===== src/rtl/blit_addr_pipe.sv =====
// -----------------------------------------------------------------------------
// blit_addr_pipe
//
// Blitter address stage. It turns a per-pixel (x,y) request into a destination
// byte address and a source byte address, and clips the write against a signed
// window. It is a two-register elastic pipe: S1 computes, S2 is the output
// register. It sustains one pixel per clock with full valid/ready back-pressure.
//
// Optional feature: define BLIT_CLIP_COUNT_EN to build the clipped-pixel
// counter. Without it, clip_count is tied to zero and clip_count_clr is ignored.
//
// Ports
//   clock, reset_n         single rising-edge clock, async active-low reset
//   dest_addr/bpl/bpp      destination base, bytes per line, pixel size code
//   src_addr/bpl/bpp       source base, bytes per line, pixel size code
//   clip_x1/y1, x2/y2      signed window: min inclusive, max exclusive
//   in_valid/in_ready      request handshake
//   in_dest_x/y            signed destination coordinate
//   in_src_x/y             unsigned source coordinate
//   in_write, in_op        write request and operation (PEN/SRC/MONO/rsvd)
//   out_valid/out_ready    result handshake
//   out_dest_addr          destination byte address
//   out_src_addr           source byte address
//   out_src_bit_index      bit index within the source byte (MONO)
//   out_write, out_op      clipped write enable, operation passthrough
//   clip_count_clr         synchronous clear of clip_count
//   clip_count             saturating count of clipped writes
// -----------------------------------------------------------------------------
module blit_addr_pipe #(
   parameter int ADDR_W     = 26,
   parameter int SRC_ADDR_W = 32,
   parameter int COORD_W    = 16,
   parameter int CNT_W      = 24
) (
   input  logic                  clock,
   input  logic                  reset_n,
   input  logic [ADDR_W-1:0]     dest_addr,
   input  logic [COORD_W-1:0]    dest_bpl,
   input  logic [1:0]            dest_bpp,
   input  logic [SRC_ADDR_W-1:0] src_addr,
   input  logic [COORD_W-1:0]    src_bpl,
   input  logic [1:0]            src_bpp,
   input  logic [COORD_W-1:0]    clip_x1,
   input  logic [COORD_W-1:0]    clip_y1,
   input  logic [COORD_W-1:0]    clip_x2,
   input  logic [COORD_W-1:0]    clip_y2,
   input  logic                  in_valid,
   output logic                  in_ready,
   input  logic [COORD_W-1:0]    in_dest_x,
   input  logic [COORD_W-1:0]    in_dest_y,
   input  logic [COORD_W-1:0]    in_src_x,
   input  logic [COORD_W-1:0]    in_src_y,
   input  logic                  in_write,
   input  logic [1:0]            in_op,
   output logic                  out_valid,
   input  logic                  out_ready,
   output logic [ADDR_W-1:0]     out_dest_addr,
   output logic [SRC_ADDR_W-1:0] out_src_addr,
   output logic [2:0]            out_src_bit_index,
   output logic                  out_write,
   output logic [1:0]            out_op,
   input  logic                  clip_count_clr,
   output logic [CNT_W-1:0]      clip_count
);

   typedef enum logic [1:0] {
      OP_PEN  = 2'd0,
      OP_SRC  = 2'd1,
      OP_MONO = 2'd2,
      OP_RSVD = 2'd3
   } op_e;

   // Elastic handshake: a stage may load whenever it is empty or its contents
   // are leaving on this edge.
   logic s1_valid;
   logic s1_en;
   logic s2_en;

   assign s2_en    = !out_valid || out_ready;
   assign s1_en    = !s1_valid || s2_en;
   assign in_ready = s1_en;

   // ---------------------------------------------------------------- S1 math
   logic [1:0]            dest_shift;
   logic [1:0]            src_shift;
   logic [ADDR_W-1:0]     dest_calc;
   logic [SRC_ADDR_W-1:0] src_line;
   logic [SRC_ADDR_W-1:0] src_calc;
   logic [2:0]            bit_calc;
   logic                  in_window;
   logic                  write_calc;

   always_comb begin
      // NOTE: every signal gets a default before the case so no path leaves
      // one unassigned, which would otherwise infer a latch.
      src_calc   = '0;
      bit_calc   = 3'd0;

      // The reserved pixel size code (3) behaves as 8bpp.
      dest_shift = (dest_bpp == 2'd3) ? 2'd0 : dest_bpp;
      src_shift  = (src_bpp  == 2'd3) ? 2'd0 : src_bpp;

      // The destination coordinates are signed. Sign-extending them to the
      // address width makes a plain unsigned add/multiply wrap correctly,
      // modulo 2^ADDR_W.
      dest_calc  = dest_addr
                 + (ADDR_W'($signed(in_dest_x)) << dest_shift)
                 + ADDR_W'($signed(in_dest_y)) * ADDR_W'(dest_bpl);

      src_line   = SRC_ADDR_W'(in_src_y) * SRC_ADDR_W'(src_bpl);

      case (op_e'(in_op))
         OP_SRC: begin
            src_calc = src_addr + (SRC_ADDR_W'(in_src_x) << src_shift) + src_line;
         end
         OP_MONO: begin
            src_calc = src_addr + (SRC_ADDR_W'(in_src_x) >> 3) + src_line;
            bit_calc = in_src_x[2:0];
         end
         default: ;
      endcase

      // An empty window (min >= max) fails one of these tests for every pixel.
      in_window  = ($signed(in_dest_x) >= $signed(clip_x1)) &&
                   ($signed(in_dest_x) <  $signed(clip_x2)) &&
                   ($signed(in_dest_y) >= $signed(clip_y1)) &&
                   ($signed(in_dest_y) <  $signed(clip_y2));
      write_calc = in_write && in_window && (in_op != OP_RSVD);
   end

   // ------------------------------------------------------------- S1 register
   logic [ADDR_W-1:0]     s1_dest;
   logic [SRC_ADDR_W-1:0] s1_src;
   logic [2:0]            s1_bit;
   logic                  s1_write;
   logic [1:0]            s1_op;
`ifdef BLIT_CLIP_COUNT_EN
   logic                  s1_in_write;
   logic                  s2_in_write;
`endif

   // NOTE: sequential state uses non-blocking assignments only. The datapath
   // flops are reset too, so every out_* reads zero while in reset.
   always_ff @(posedge clock or negedge reset_n) begin
      if (!reset_n) begin
         s1_valid    <= 1'b0;
         s1_dest     <= '0;
         s1_src      <= '0;
         s1_bit      <= '0;
         s1_write    <= 1'b0;
         s1_op       <= '0;
`ifdef BLIT_CLIP_COUNT_EN
         s1_in_write <= 1'b0;
`endif
      end else if (s1_en) begin
         s1_valid    <= in_valid;
         s1_dest     <= dest_calc;
         s1_src      <= src_calc;
         s1_bit      <= bit_calc;
         s1_write    <= write_calc;
         s1_op       <= in_op;
`ifdef BLIT_CLIP_COUNT_EN
         s1_in_write <= in_write;
`endif
      end
   end

   // ------------------------------------------------------- S2 output register
   // S2 loads only when empty or draining, so out_* stay stable under stall.
   always_ff @(posedge clock or negedge reset_n) begin
      if (!reset_n) begin
         out_valid         <= 1'b0;
         out_dest_addr     <= '0;
         out_src_addr      <= '0;
         out_src_bit_index <= '0;
         out_write         <= 1'b0;
         out_op            <= '0;
`ifdef BLIT_CLIP_COUNT_EN
         s2_in_write       <= 1'b0;
`endif
      end else if (s2_en) begin
         out_valid         <= s1_valid;
         out_dest_addr     <= s1_dest;
         out_src_addr      <= s1_src;
         out_src_bit_index <= s1_bit;
         out_write         <= s1_write;
         out_op            <= s1_op;
`ifdef BLIT_CLIP_COUNT_EN
         s2_in_write       <= s1_in_write;
`endif
      end
   end

   // --------------------------------------------------------- clip counter
`ifdef BLIT_CLIP_COUNT_EN
   logic clip_event;

   assign clip_event = out_valid && out_ready && s2_in_write && !out_write;

   always_ff @(posedge clock or negedge reset_n) begin
      if (!reset_n) begin
         clip_count <= '0;
      end else if (clip_count_clr) begin
         clip_count <= '0;
      end else if (clip_event && (clip_count != {CNT_W{1'b1}})) begin
         clip_count <= clip_count + 1'b1;
      end
   end
`else
   logic unused_clip_count_clr;

   assign unused_clip_count_clr = clip_count_clr;
   assign clip_count            = '0;
`endif

endmodule

===== config.mk =====
export PLATFORM = sky130hd
export DESIGN_NAME = blit_addr_pipe
export DESIGN_NICKNAME = d
export VERILOG_FILES = /design/src/rtl/blit_addr_pipe.sv
export SDC_FILE = /design/constraint.sdc
export NUM_CORES = 2
export LEC_CHECK = 0
export BUFFER_PORTS_ARGS = -buffer_cell sky130_fd_sc_hd__buf_2
export CORE_ASPECT_RATIO = 0.8
export CORE_MARGIN = 2
export CORE_UTILIZATION = 55
export CTS_BUF_LIST = sky130_fd_sc_hd__clkbuf_8
export DETAILED_ROUTE_END_ITERATION = 12
export PLACE_DENSITY = 0.85
export SLEW_MARGIN = 20
export SYNTH_ARGS = -nofsm -noshare
export SYNTH_HDL_FRONTEND = slang
export SYNTH_SLANG_ARGS = --single-unit

===== constraint.sdc =====
create_clock -name clock -period 2.2 [get_ports clock]
set_input_delay 0.44 -clock clock [delete_from_list [all_inputs] [get_ports clock]]
set_output_delay 0.44 -clock clock [all_outputs]
set_load 0.02 [all_outputs]

==> flow_summary.yaml <==
timing:
  finalMaxSlewViolations: 0
  setup_ws_ns: -5.393
  finalCriticalPeriod_ns: 7.593
  hold_viol: 0
  skew_ns: 0.01816
  hold_slack_ns: 0.2545
  worst_pin_slew_ns: 0.7643
  min_period_over_period: 3.451
  rsz0062_at_grt: "true"
  finalSetupTns_ns: -198.83
  finalSetupViolCount: 56
  slew_headroom: 0.4904
  max_clock_freq_mhz: 131.7
setup_path:
  critPathArrivalTime_ns: 7.94
  cp_max_fo: 9
  max_stage_delay_ns: 0.57
  cp-start-kind: "primary input"
  crit_type: "primary input to flop"
  crit_required_ns: 2.55
  cp_slowest_cell: "fa_1"
  critical_path.most_common_cell: "fa_1"
  end_kind: "flop"
placement:
  gp_congestion: 0.9736
  dp_hpwl_mm: 70.07
  pre_cts_slack_ns: -5.751
  dpl.cell_count: 4754
  portBuffers: 294
global_route:
  grt_pass1_wl_mm: 144.1
  gr-total-overflow: 0
  antenna_found_initial: 17
  grt_pass1_vias: 28150
  grt_max_degree: 67
  grtUsageTotal: 0.3338
die:
  initial_utilization: 0.5601
  rows: 74
  die_h_um: 208.6
  ios: 320
  coreArea_um2: 51390
  die_area_um2: 54190
  die_w_um: 259.8
route:
  firstDrtPassIters: 6
  drc: 0
  vias: 27680
  ant_nets: 0
  wl_per_cell_um: 19.91
  wl_mm: 96.64
  drt_iter0_drc: 3045
  vias_per_cell: 5.701
clock_network:
  cts-root-buf: "clkbuf_8"
  htreeDepth: 4
  clkTransAtPathRegs_ns: 0.09
  cts-root-to-sink-buffers: 2
  insertion_delay_ns: 0.46
  cts_sinks: 130
  cts_tree: "done"
  numCtsBuffers: 17
layout:
  multi_input_area_um2: 24910
  final_cell_mix: "inv_1, nand2_1, buf_4"
  num-fill-cells: 3268
  nets: 5169
  synthToLayoutAreaGrowth_pct: 33.08
  seq_area_um2: 3253
  final_common_cell: "inv_1"
  final_layout_size_suffix_gt1_frac: 0.3086
  stdcell_count: 4855
yosys:
  async_flop_share: 1.000
  synth-edff-count: 0
  avgSynthCellArea_um2: 8.506
  synthCells: 3384
  synth-seq-cells: 130
  ys_seq_area_frac: 0.1130
  synthFlopType: "dfrtp_1"
  synth_cell_types: 79
  yosysWarnings: 0
  syn_area_um2: 28780
worst_hold_path:
  hold_class: "primary input to flop"
run_status:
  violations: "negative setup slack"
  outcome: "finished with violations"
run:
  max_cap_viol_count: 0
[state kept, by name (all words and copies together), names as in the netlist]
signal and count:
out_src_addr 32, s1_src 32, out_dest_addr 26, s1_dest 26, out_src_bit_index 3, s1_bit 3, out_op 2, s1_op 2
out_valid 1, out_write 1, s1_valid 1, s1_write 1
[routing by layer]
metal / wire (µm) / vias up / track usage / share of wire
li1: - / 12040 / - / -
met1: 37360 / 13470 / 0.4635 / 0.39
met2: 43370 / 1725 / 0.5145 / 0.45
met3: 11130 / 433 / 0.07909 / 0.12
met4: 4766 / 2 / 0.1124 / 0.049
met5: 13 / - / 0 / 0.00013
[worst paths after layout]
path | to | from | cells past startpoint | slack [ns]
worst min-delay path | s1_valid | in_valid | 2 | 0.25
min in group asynchronous | out_dest_addr[4] | reset_n | 2 | 0.44
worst max register to register | s1_src[30] | out_valid | 9 | 0.36
max in group asynchronous | out_src_addr[29] | reset_n | 3 | 1.02
worst min register to register | out_dest_addr[9] | out_dest_addr[9] | 2 | 0.47
worst max-delay path | s1_src[21] | src_bpl[6] | 30 | -5.39
[synth_stat cells (all sizes together) (18+ instances only)]
master / n / share of area
dfrtp: 130 / 0.11
inv: 676 / 0.088
ha: 342 / 0.15
fa: 456 / 0.32
xnor2: 68 / 0.021
nand3: 29 / 0.0050
a31oi: 18 / 0.0043
buf: 28 / 0.0068
nor2: 100 / 0.013
a21o: 66 / 0.017
nand2: 613 / 0.080
nand2b: 36 / 0.0078
a21oi: 105 / 0.019
a22oi: 18 / 0.0047
o21a: 23 / 0.0060
nor3: 19 / 0.0033
and2: 196 / 0.043
o21ai: 105 / 0.019
clkbuf: 115 / 0.015
xor2: 36 / 0.011
[through the flow]
| stage | area (µm²) | utilization |
|---|---|---|
| after floorplan | 30130 | - |
| after global placement | 35420 | 0.6892 |
| after detailed placement | 35420 | 0.6892 |
| after CTS | 37240 | 0.7246 |
| after global routing | 38300 | 0.7453 |
| final | 38310 | 0.7455 |
[worst max-delay path: cells and delay by family]
family / cells / cell delay [ns]
AOI/OAI and AO/OA: 11 / 2.54
and+or+nand+nor: 3 / 0.30
adders and majority gates: 9 / 3.64
xor gates and xnor gates: 2 / 0.46
buffers and inverters: 5 / 0.56
[layout make-up]
| class | instances | area share |
|---|---|---|
| Antenna cell | 17 | 0.001111 |
| Clock buffer | 18 | 0.006467 |
| Clock inverter | 14 | 0.003691 |
| Inverter | 677 | 0.06634 |
| Multi-Input combinational cell | 2459 | 0.6503 |
| Sequential cell | 130 | 0.08492 |
| Tap cell | 684 | 0.02234 |
| Timing Repair Buffer | 856 | 0.1648 |
[logic make-up after synthesis]
kind of cell | synth area share
fa+ha+maj | 0.4658
buf+inv | 0.1101
simple gates | 0.1659
mux | 0.003999
flops | 0.1130
other cells | 0.0002609
compound gates | 0.1092
xor+xnor | 0.03165
[repair_timing]
action	CTS	global route
hold buffers	1	0
endpoints found under the setup margin	55	56
cloned	3	0
resized for setup	292	202
hold endpoints to repair	38	0
pin swaps	138	161
buffers inserted	28	30
Power is not shown: default switching activity piles up to over one toggle a cycle in this logic, so the estimate is an artifact.
